`src/rtl/dmem_arbiter_pkg.sv`:
```
// Shared owner-state type and default sizing for the data-memory arbiter.
package dmem_arbiter_pkg;

    localparam int unsigned DefaultStarveLimit = 8;
    localparam int unsigned DefaultAw          = 32;
    localparam int unsigned DataW              = 32;

    // Owner of the memory port in the previous cycle.
    typedef enum logic [1:0] {
        IDLE    = 2'd0,
        CPU_OWN = 2'd1,
        EXT_OWN = 2'd2
    } ownerState_t;

endpackage

```
`src/rtl/dmem_arbiter_if.sv`:
```
// Pipeline, external-requester and data-memory signals of the arbiter.
// The slave modport is the arbiter's view; master is the surrounding system's view.
interface dmem_arbiter_if #(
    parameter int unsigned AW = dmem_arbiter_pkg::DefaultAw
);
    localparam int unsigned DW = dmem_arbiter_pkg::DataW;

    // Pipeline MEM-stage port
    logic          cpu_req;
    logic          cpu_we;
    logic [AW-1:0] cpu_addr;
    logic [DW-1:0] cpu_wdata;
    logic [DW-1:0] cpu_rdata;
    logic          cpu_stall;

    // External loader/debug port
    logic          ext_req;
    logic          ext_we;
    logic          ext_lock;
    logic [AW-1:0] ext_addr;
    logic [DW-1:0] ext_wdata;
    logic          ext_gnt;
    logic          ext_rvalid;
    logic [DW-1:0] ext_rdata;

    // Combinational-read data memory
    logic [AW-1:0] mem_addr;
    logic [DW-1:0] mem_wdata;
    logic          mem_we;
    logic          mem_re;
    logic [DW-1:0] mem_rdata;

    modport slave (
        input  cpu_req, cpu_we, cpu_addr, cpu_wdata,
        output cpu_rdata, cpu_stall,
        input  ext_req, ext_we, ext_lock, ext_addr, ext_wdata,
        output ext_gnt, ext_rvalid, ext_rdata,
        output mem_addr, mem_wdata, mem_we, mem_re,
        input  mem_rdata
    );

    modport master (
        output cpu_req, cpu_we, cpu_addr, cpu_wdata,
        input  cpu_rdata, cpu_stall,
        output ext_req, ext_we, ext_lock, ext_addr, ext_wdata,
        input  ext_gnt, ext_rvalid, ext_rdata,
        input  mem_addr, mem_wdata, mem_we, mem_re,
        output mem_rdata
    );

endinterface

```
`src/rtl/dmem_arb_starve_cnt.sv`:
```
// Counts consecutive denied external-request cycles and flags when the external
// requester has waited STARVE_LIMIT cycles and must be granted.
module dmem_arb_starve_cnt
    import dmem_arbiter_pkg::*;
#(
    parameter int unsigned STARVE_LIMIT = DefaultStarveLimit
) (
    input  logic clk,
    input  logic reset,
    input  logic extReq,
    input  logic extGrant,
    output logic starveHit_c
);

    localparam int unsigned CntW = (STARVE_LIMIT < 1) ? 1 : $clog2(STARVE_LIMIT + 1);

    logic [CntW-1:0] waitCnt;

    // Saturating wait counter; any grant or a dropped request restarts the wait.
    always_ff @(posedge clk) begin
        if (reset || !extReq || extGrant) begin
            waitCnt <= '0;
        end else if (waitCnt != CntW'(STARVE_LIMIT)) begin
            waitCnt <= waitCnt + CntW'(1);
        end
    end

    assign starveHit_c = (waitCnt == CntW'(STARVE_LIMIT));

endmodule

```
`src/rtl/dmem_arbiter.sv`:
```
// Two-master data-memory arbiter between the pipeline MEM stage and an external port.
// Optional starvation guard for the external port: define DMEM_ARB_STARVE_GUARD_EN.
module dmem_arbiter
    import dmem_arbiter_pkg::*;
#(
    parameter int unsigned STARVE_LIMIT = DefaultStarveLimit,
    parameter int unsigned AW           = DefaultAw
) (
    input  logic          clk,
    input  logic          reset,
    dmem_arbiter_if.slave bus
);

    ownerState_t      state;
    ownerState_t      nextState;
    ownerState_t      effState;
    logic             cpuGrant;
    logic             extGrant;
    logic             lockHold;
    logic             forceExt;
    logic             extRdBeat;
    logic             extRvalidQ;
    logic [DataW-1:0] extRdataQ;

`ifdef DMEM_ARB_STARVE_GUARD_EN
    logic starveHit_c;

    dmem_arb_starve_cnt #(
        .STARVE_LIMIT (STARVE_LIMIT)
    ) uStarveCnt (
        .clk         (clk),
        .reset       (reset),
        .extReq      (bus.ext_req),
        .extGrant    (extGrant),
        .starveHit_c (starveHit_c)
    );

    // Only a live request can be forced through; reset sees a freshly idle arbiter.
    assign forceExt = ~reset & bus.ext_req & starveHit_c;
`else
    localparam int unsigned unusedStarveLimit = STARVE_LIMIT;

    assign forceExt = 1'b0;
`endif

    // Owner register
    always_ff @(posedge clk) begin
        if (reset) begin
            state <= IDLE;
        end else begin
            state <= nextState;
        end
    end

    // Grant decision and next owner
    always_comb begin
        cpuGrant  = 1'b0;
        extGrant  = 1'b0;
        nextState = IDLE;
        effState  = reset ? IDLE : state;
        lockHold  = (effState == EXT_OWN) && bus.ext_lock && bus.ext_req;

        if (lockHold || forceExt) begin
            extGrant = 1'b1;
        end else if (bus.cpu_req) begin
            cpuGrant = 1'b1;
        end else if (bus.ext_req) begin
            extGrant = 1'b1;
        end

        if (cpuGrant) begin
            nextState = CPU_OWN;
        end else if (extGrant) begin
            nextState = EXT_OWN;
        end
    end

    // Memory port steering; an ungranted cycle presents a quiet, all-zero bus.
    always_comb begin
        bus.mem_addr  = AW'(0);
        bus.mem_wdata = '0;
        bus.mem_we    = 1'b0;
        bus.mem_re    = 1'b0;
        if (cpuGrant) begin
            bus.mem_addr  = bus.cpu_addr;
            bus.mem_wdata = bus.cpu_wdata;
            bus.mem_we    = bus.cpu_we;
            bus.mem_re    = ~bus.cpu_we;
        end else if (extGrant) begin
            bus.mem_addr  = bus.ext_addr;
            bus.mem_wdata = bus.ext_wdata;
            bus.mem_we    = bus.ext_we;
            bus.mem_re    = ~bus.ext_we;
        end
    end

    assign bus.cpu_stall = bus.cpu_req & ~cpuGrant;
    assign bus.cpu_rdata = cpuGrant ? bus.mem_rdata : '0;
    assign bus.ext_gnt   = extGrant;

    assign extRdBeat = extGrant & ~bus.ext_we;

    // External read data returns one cycle after its beat; reset drops anything in flight.
    always_ff @(posedge clk) begin
        if (reset) begin
            extRvalidQ <= 1'b0;
            extRdataQ  <= '0;
        end else begin
            extRvalidQ <= extRdBeat;
            if (extRdBeat) begin
                extRdataQ <= bus.mem_rdata;
            end
        end
    end

    assign bus.ext_rvalid = extRvalidQ;
    assign bus.ext_rdata  = extRdataQ;

endmodule

```
`src/flat_wrapper.sv`:
```
// flat-port wrapper written by rule: the top's interface ports become plain ports
module dmem_arbiter_flat import dmem_arbiter_pkg::*;
#(
    parameter int unsigned STARVE_LIMIT = DefaultStarveLimit,
    parameter int unsigned AW           = DefaultAw
)
  (clk, reset, bus_cpu_req, bus_cpu_we, bus_cpu_addr, bus_cpu_wdata, bus_cpu_rdata, bus_cpu_stall, bus_ext_req, bus_ext_we, bus_ext_lock, bus_ext_addr, bus_ext_wdata, bus_ext_gnt, bus_ext_rvalid, bus_ext_rdata, bus_mem_addr, bus_mem_wdata, bus_mem_we, bus_mem_re, bus_mem_rdata);
  dmem_arbiter_if #(.AW(AW)) bus_i ();
  input  logic clk;
  input  logic reset;
  input wire logic [$bits(bus_i.cpu_req)-1:0] bus_cpu_req;
  input wire logic [$bits(bus_i.cpu_we)-1:0] bus_cpu_we;
  input wire logic [$bits(bus_i.cpu_addr)-1:0] bus_cpu_addr;
  input wire logic [$bits(bus_i.cpu_wdata)-1:0] bus_cpu_wdata;
  output wire logic [$bits(bus_i.cpu_rdata)-1:0] bus_cpu_rdata;
  output wire logic [$bits(bus_i.cpu_stall)-1:0] bus_cpu_stall;
  input wire logic [$bits(bus_i.ext_req)-1:0] bus_ext_req;
  input wire logic [$bits(bus_i.ext_we)-1:0] bus_ext_we;
  input wire logic [$bits(bus_i.ext_lock)-1:0] bus_ext_lock;
  input wire logic [$bits(bus_i.ext_addr)-1:0] bus_ext_addr;
  input wire logic [$bits(bus_i.ext_wdata)-1:0] bus_ext_wdata;
  output wire logic [$bits(bus_i.ext_gnt)-1:0] bus_ext_gnt;
  output wire logic [$bits(bus_i.ext_rvalid)-1:0] bus_ext_rvalid;
  output wire logic [$bits(bus_i.ext_rdata)-1:0] bus_ext_rdata;
  output wire logic [$bits(bus_i.mem_addr)-1:0] bus_mem_addr;
  output wire logic [$bits(bus_i.mem_wdata)-1:0] bus_mem_wdata;
  output wire logic [$bits(bus_i.mem_we)-1:0] bus_mem_we;
  output wire logic [$bits(bus_i.mem_re)-1:0] bus_mem_re;
  input wire logic [$bits(bus_i.mem_rdata)-1:0] bus_mem_rdata;
  assign bus_i.cpu_req = bus_cpu_req;
  assign bus_i.cpu_we = bus_cpu_we;
  assign bus_i.cpu_addr = bus_cpu_addr;
  assign bus_i.cpu_wdata = bus_cpu_wdata;
  assign bus_cpu_rdata = bus_i.cpu_rdata;
  assign bus_cpu_stall = bus_i.cpu_stall;
  assign bus_i.ext_req = bus_ext_req;
  assign bus_i.ext_we = bus_ext_we;
  assign bus_i.ext_lock = bus_ext_lock;
  assign bus_i.ext_addr = bus_ext_addr;
  assign bus_i.ext_wdata = bus_ext_wdata;
  assign bus_ext_gnt = bus_i.ext_gnt;
  assign bus_ext_rvalid = bus_i.ext_rvalid;
  assign bus_ext_rdata = bus_i.ext_rdata;
  assign bus_mem_addr = bus_i.mem_addr;
  assign bus_mem_wdata = bus_i.mem_wdata;
  assign bus_mem_we = bus_i.mem_we;
  assign bus_mem_re = bus_i.mem_re;
  assign bus_i.mem_rdata = bus_mem_rdata;
  dmem_arbiter #(.STARVE_LIMIT(STARVE_LIMIT), .AW(AW)) u_core (.clk(clk), .reset(reset), .bus(bus_i));
endmodule
```
`config.mk`:
```
export PLATFORM = sky130hd
export DESIGN_NAME = dmem_arbiter_flat
export DESIGN_NICKNAME = d
export VERILOG_FILES = /design/src/rtl/dmem_arbiter_pkg.sv /design/src/rtl/dmem_arbiter_if.sv /design/src/rtl/dmem_arb_starve_cnt.sv /design/src/rtl/dmem_arbiter.sv /design/src/flat_wrapper.sv
export SDC_FILE = /design/constraint.sdc
export NUM_CORES = 1
export LEC_CHECK = 0
export CORE_AREA = 2 2 116 118
export CTS_BUF_LIST = sky130_fd_sc_hd__clkbuf_4
export DETAILED_ROUTE_END_ITERATION = 8
export DIE_AREA = 0 0 118 120
export PLACE_DENSITY = 0.7
export SYNTH_ARGS = -nofsm -noshare
export SYNTH_HDL_FRONTEND = slang
export SYNTH_SLANG_ARGS = --single-unit
```
`constraint.sdc`:
```
create_clock -name clk -period 5.5 [get_ports clk]
set_input_delay 1.65 -clock clk [delete_from_list [all_inputs] [get_ports clk]]
set_output_delay 1.65 -clock clk [all_outputs]
set_load 0.05 [all_outputs]
```
==> flow_summary.toml, run 1 <==
[outcome]
status = "finished, final reports clean"

[cells_and_area]
drive_above_1_share_pct = 21.12
final_net_count = 720
fill_cells = 1171
area_delta_synth_final_pct = 166.3
antennaDiodeCount = 0

[yosys]
syn_nets = 435
synth_area_leaders = "dfxtp_1 (28%), a22o_1 (23%), nand2b_1 (16%)"
synth_edf_count = 0
ys.flop_type = "dfxtp_1"
async_flop_share_pct = 0
yosys_warnings = 0
synth_top_area_share_pct = 27.96
synth_area_mm2 = 0.002506
ys_types = 19
synth_cells = 268
ys_ff_latch = 35
synth_area_leader_cell = "dfxtp_1"
ys_seq_area_share_pct = 27.96
syn_avg_cell_area_um2 = 9.351

[setup_path]
worstSetupPathType = "primary input to primary output"
cpMostUsedCell = "buf_12"
crit_buf_inv = 3
start_kind = "primary input"
max_stage_delay_ps = 520
crit_chain = "clkdlybuf4s50_1, and4bb_1, a21boi_4, buf_12, a22o_1, buf_12"
endpoint_kind = "primary output"
worstPathMaxFanout = 77
crit_start = "reset"
cp_data_required_time_ps = 3850
arrival_ps = 3380
critPathTopFamily = "buffers and inverters"
cpMaxStageDelayCell = "clkdlybuf4s50_1"
regToRegStartpoint = "u_core.state[0]"

[place]
dp_hpwl_um = 10960
gp_congestion = 0.9339
portBuffers = 299

[global_route]
top_usage_layer = "met2"
grt_start_max_net_pins = 78
grt_usage_pct = 18.15
grt_pass1_wl_um = 20240
grt_pass1_vias = 3381
met1_usage_pct = 20.86
grt_antenna_before_repair = 0
met2_usage_pct = 32.19
overflow = 0
use_met3_pct = 6.892

[route]
drt-total-wl_um = 13440
viasPerCell = 4.396
routedWlPerCell_um = 18.42
drtIter0Drc = 130
drcViolationCount = 0
drt-pass1-iter-count = 4
route.antenna.remaining_nets = 0
vias = 3209

[power_and_ir_drop]
p_leak_nw = 2.603
power_density_mw_per_mm2 = 167.0
pwr-share-clk_pct = 11.9
seq_power_share_pct = 24.0
switching_share_pct = 39.52
switchingPower_uw = 440.5
p_int_uw = 674.0
ir_drop_v = 0.0001304
pwr-share-comb_pct = 64.0
total_power_mw = 1.114

[clock_network]
postCtsSetupBuffers = 0
cts_tree = "done"
clk_pin_slew_worst_paths_ps = 100
cts_hold_buf = 0
clockBufferDepth = 2
h-tree-depth = 2
cts_buffers = 5
cts_resized = 0
cts_sinks = 35
clockRootBuffer = "clkbuf_4"
clk_latency_ps = 330

[sta]
skew_ps = 12.22
setup_viol = 0
setup_tns_ps = 0
slew_headroom_pct = 63.70
rsz0062_at_grt = "false"
period_needed_ps = 5032
fin_crit_sh_pct = 91.49
maxSlewViolCount = 0
fmax_mhz = 198.7
tightest_slew_ps = 542.8
finalHoldViolations = 0

[floorplan]
core_area_mm2 = 0.01298
fp-row-count = 42
initial_core_util_pct = 19.31
die_h_um = 120
ios = 300
die-area_mm2 = 0.01416
die_width_um = 118

[min_path]
min_from = "u_core.bus.ext_rdata[22]"
hp-class = "flop to flop"

[flow_run]
drv_cap = 0
[per-stage QoR]
stage / utilization, % / cells / setup WS [ps] / hold slack [ps] / area, um^2
floorplan: - / 268 / 948.3 / 672.2 / 2506
global placement: 51.00 / 722 / 538.1 / 457.0 / 6620
detailed placement: 51.00 / 722 / 467.2 / 464.4 / 6620
CTS: 51.41 / 730 / 457.3 / 481.5 / 6673
global route: 51.41 / 730 / 371.0 / 489.5 / 6673
finish: 51.41 / 730 / 467.8 / 475.5 / 6673
[path summary, 6_finish.rpt]
kind                              end  slack (ps)  depth (start not counted)
min reg2reg  u_core.bus.ext_rdata[22]         480                          2
max reg2reg   u_core.bus.ext_rdata[9]        3890                          4
min          u_core.bus.ext_rdata[22]         480                          2
max                  bus_mem_addr[18]         470                          6
[flip-flops by register name, summed over array words and instances, names as in the netlist]
register / flops
u_core.state: 2
u_core.bus.ext_rdata: 32
u_core.bus.ext_rvalid: 1
[per-layer routing]
layer,vias to the layer above,part of all wire [%],routed length [um]
li1,1525,-,-
met1,1509,40,5356
met2,161,50,6704
met3,14,9.1,1219
met4,0,1.2,162
met5,-,0,0
[power groups by stage]
| stage | clock network [mW] | registers [mW] | logic (mW) |
|---|---|---|---|
| floorplan | 0 | 0.303 | 0.287 |
| global placement | 0 | 0.273 | 0.712 |
| detailed placement | 0 | 0.274 | 0.715 |
| CTS | 0.144 | 0.268 | 0.719 |
| global route | 0.155 | 0.269 | 0.736 |
| finish | 0.133 | 0.268 | 0.714 |
[tightest hold or removal path, delay by kind of cell, from the launching register on]
family,cells,cell delay [ps]
flip-flops,1,320
AND/OR/NAND/NOR,1,60
multiplexers,1,60
[layout by cell type (no fill, tap or decap), types with 2 or more instances in the layout]
| master | instances |
|---|---|
| clkdlybuf4s50_1 | 199 |
| buf_12 | 102 |
| a22o_1 | 65 |
| nand2b_1 | 65 |
| dfxtp_1 | 35 |
| and2_1 | 32 |
| mux2i_1 | 32 |
| clkbuf_4 | 5 |
| buf_4 | 5 |
| a21boi_4 | 2 |
| nor2b_1 | 2 |
| clkinv_1 | 2 |
[final cells by class]
| cell class | count | area [um^2] | area share, % |
|---|---|---|---|
| Clock buffer | 5 | 37.54 | 0.5625 |
| Sequential cell | 35 | 700.7 | 10.50 |
| Clock inverter | 3 | 15.01 | 0.2250 |
| Multi-Input combinational cell | 204 | 1624 | 24.34 |
| Timing Repair Buffer | 306 | 4071 | 61.02 |
| Inverter | 1 | 3.754 | 0.05625 |
| Tap cell | 176 | 220.2 | 3.300 |
[cells by family (layout without fill, tap and decap cells)]
group           Yosys count  in the layout  synth area share [%]
buf+inv                  29            315                 7.838
flops                    35             35                 27.96
mux                      32             32                 12.78
simple gates            103            103                 26.86
compound gates           69             69                 24.56
[cell usage after synthesis (all sizes together), types with 2 or more instances]
library cell and n:
a21boi 2, and2 32, clkbuf 9, mux2i 32
nand2b 65, dfxtp 35, buf 19, nor2b 2
a22o 65
Power figures use the tool's default switching activity.
==> inputs of run 2 (changes only) <==
--- a/config.mk
+++ b/config.mk
@@ -5,11 +5,10 @@
 export SDC_FILE = /design/constraint.sdc
 export NUM_CORES = 1
 export LEC_CHECK = 0
-export CORE_AREA = 2 2 116 118
-export CTS_BUF_LIST = sky130_fd_sc_hd__clkbuf_4
+export CORE_AREA = 2 2 118 120
 export DETAILED_ROUTE_END_ITERATION = 8
-export DIE_AREA = 0 0 118 120
-export PLACE_DENSITY = 0.7
+export DIE_AREA = 0 0 120 122
+export PLACE_DENSITY = 0.68
 export SYNTH_ARGS = -nofsm -noshare
 export SYNTH_HDL_FRONTEND = slang
 export SYNTH_SLANG_ARGS = --single-unit
==> flow_summary.toml, run 2 (same netlist as run 1, synthesis figures left out) <==
[cells_and_area]
drive_above_1_share_pct = 21.34
antennaDiodeCount = 0
postLayoutCoreUtil_pct = 50.26
final_net_count = 719
final_common_cell = "clkdlybuf4s50_1"
area_delta_synth_final_pct = 170.8
layout_common_cells = "clkdlybuf4s50_1 (199), buf_12 (102), a22o_1 (65), nand2b_1 (65), dfxtp_1 (35)"
fill_cells = 1200
largest_reg_flops = 32

[global_route]
grt_pass1_wl_um = 19550
overflow = 0
grt_usage_pct = 17.11
grt_pass1_vias = 3305
grt_antenna_before_repair = 0
grt_start_max_net_pins = 89

[setup_path]
max_stage_delay_ps = 790
cpMostUsedCell = "clkdlybuf4s50_1"
cp_data_required_time_ps = 3850
start_kind = "primary input"
worstPathMaxFanout = 2
arrival_ps = 3430
reg2reg_depth = 4
worstSetupPathType = "primary input to primary output"
regToRegStartpoint = "u_core.state[0]"
r2r-end = "u_core.bus.ext_rdata[30]"
critPathTopFamily = "buffers and inverters"
endpoint_kind = "primary output"
r2r_slack_ps = 3860
crit_chain = "clkdlybuf4s50_1, and4bb_1, and3_1, clkdlybuf4s50_1"
crit_buf_inv = 2
cpMaxStageDelayCell = "clkdlybuf4s50_1"

[min_path]
hold_depth = 2
min_to = "u_core.bus.ext_rdata[31]"
min_from = "u_core.bus.ext_rdata[31]"
hp-class = "flop to flop"

[sta]
fin_crit_sh_pct = 92.34
whs_ps = 470.2
period_needed_ps = 5079
maxSlewViolCount = 0
fmax_mhz = 196.9
tightest_slew_ps = 565.0
rsz0062_at_grt = "false"
setup_tns_ps = 0
skew_ps = 5.805
slew_headroom_pct = 62.33
finalHoldViolations = 0
setup_viol = 0

[route]
drt-total-wl_um = 13040
drcViolationCount = 0
viasPerCell = 4.336
vias = 3178
drtIter0Drc = 126
route.antenna.remaining_nets = 0
routedWlPerCell_um = 17.79
drt-pass1-iter-count = 4

[clock_network]
cts_tree = "done"
clockRootBuffer = "clkbuf_16"
clk_pin_slew_worst_paths_ps = 60
cts_buffers = 5
clk_latency_ps = 280
cts_hold_buf = 0
cts_resized = 0
h-tree-depth = 2
cts_sinks = 35
clockBufferDepth = 2
postCtsSetupBuffers = 0

[power_and_ir_drop]
p_leak_nw = 2.655
ir_drop_v = 0.0001065
power_density_mw_per_mm2 = 194.1

[place]
dp_hpwl_um = 10450
gp_congestion = 0.9211
portBuffers = 299

[floorplan]
ios = 300
fp-row-count = 43
die_h_um = 122
die_width_um = 120
initial_core_util_pct = 18.56
die-area_mm2 = 0.01464
core_area_mm2 = 0.01350

[outcome]
status = "finished, final reports clean"

[flow_run]
drv_cap = 0
## run 2: final cells by class
| class | instances | area (um^2) | share of cell area (%) |
|---|---|---|---|
| repair buffers | 305 | 4061 | 59.83 |
| multi-input cells | 204 | 1624 | 23.93 |
| clock inverters | 3 | 47.55 | 0.7005 |
| inverters | 1 | 3.754 | 0.05530 |
| well taps | 180 | 225.2 | 3.318 |
| clock buffers | 5 | 125.1 | 1.843 |
| flip-flops and latches | 35 | 700.7 | 10.32 |
## run 2: where the power goes
group          leakage, nW  switching [mW]  internal [mW]
combinational         2.29           0.350          0.364
clock               0.0844           0.120          0.216
sequential           0.285         0.00492          0.263
total                 2.65           0.474          0.843
## run 2: worst max path at each step
| stage | startpoint | cells after the start | slack (ps) | end |
|---|---|---|---|---|
| CTS | bus_ext_lock | 4 | 420 | bus_cpu_stall |
| global route | bus_ext_lock | 4 | 390 | bus_cpu_stall |
| detailed placement | bus_ext_lock | 4 | 420 | bus_cpu_stall |
| global placement | bus_ext_lock | 4 | 430 | bus_cpu_stall |
| floorplan | reset | 4 | 950 | bus_mem_wdata[23] |
| finish | bus_ext_lock | 4 | 420 | bus_cpu_stall |
## run 2: per-layer routing
metal  global-route usage [%]  up-vias  wire, um
li1                         -     1522         -
met1                    20.02     1462      5136
met2                    29.37      180      6273
met3                    6.461       14      1407
met4                    4.485        0       225
met5                        0        -         0
## run 2: worst min-delay path: stages, from the launching register on
cell	delay [ps]
dfxtp_1	310
nand2b_1	60
mux2i_1	50
## run 2: metrics by stage
step           instance area (um^2)  setup slack, ps  instances  power (mW)
2_1_floorplan                  2506            948.3        268      0.5898
3_3_place_gp                   6615            428.6        725      0.9859
3_5_place_dp                   6615            420.4        725      0.9888
4_1_cts                        6788            415.8        733       1.339
5_1_grt                        6788            385.2        733       1.368
6_report                       6788            421.5        733       1.318
==> inputs of run 3 (changes only) <==
--- a/config.mk
+++ b/config.mk
@@ -6,6 +6,7 @@
 export NUM_CORES = 1
 export LEC_CHECK = 0
 export CORE_AREA = 2 2 118 120
+export CTS_CLUSTER_SIZE = 28
 export DETAILED_ROUTE_END_ITERATION = 8
 export DIE_AREA = 0 0 120 122
 export PLACE_DENSITY = 0.68
==> results of run 3 <==
Final layout, timing and power as in run 2 (identical DEF).
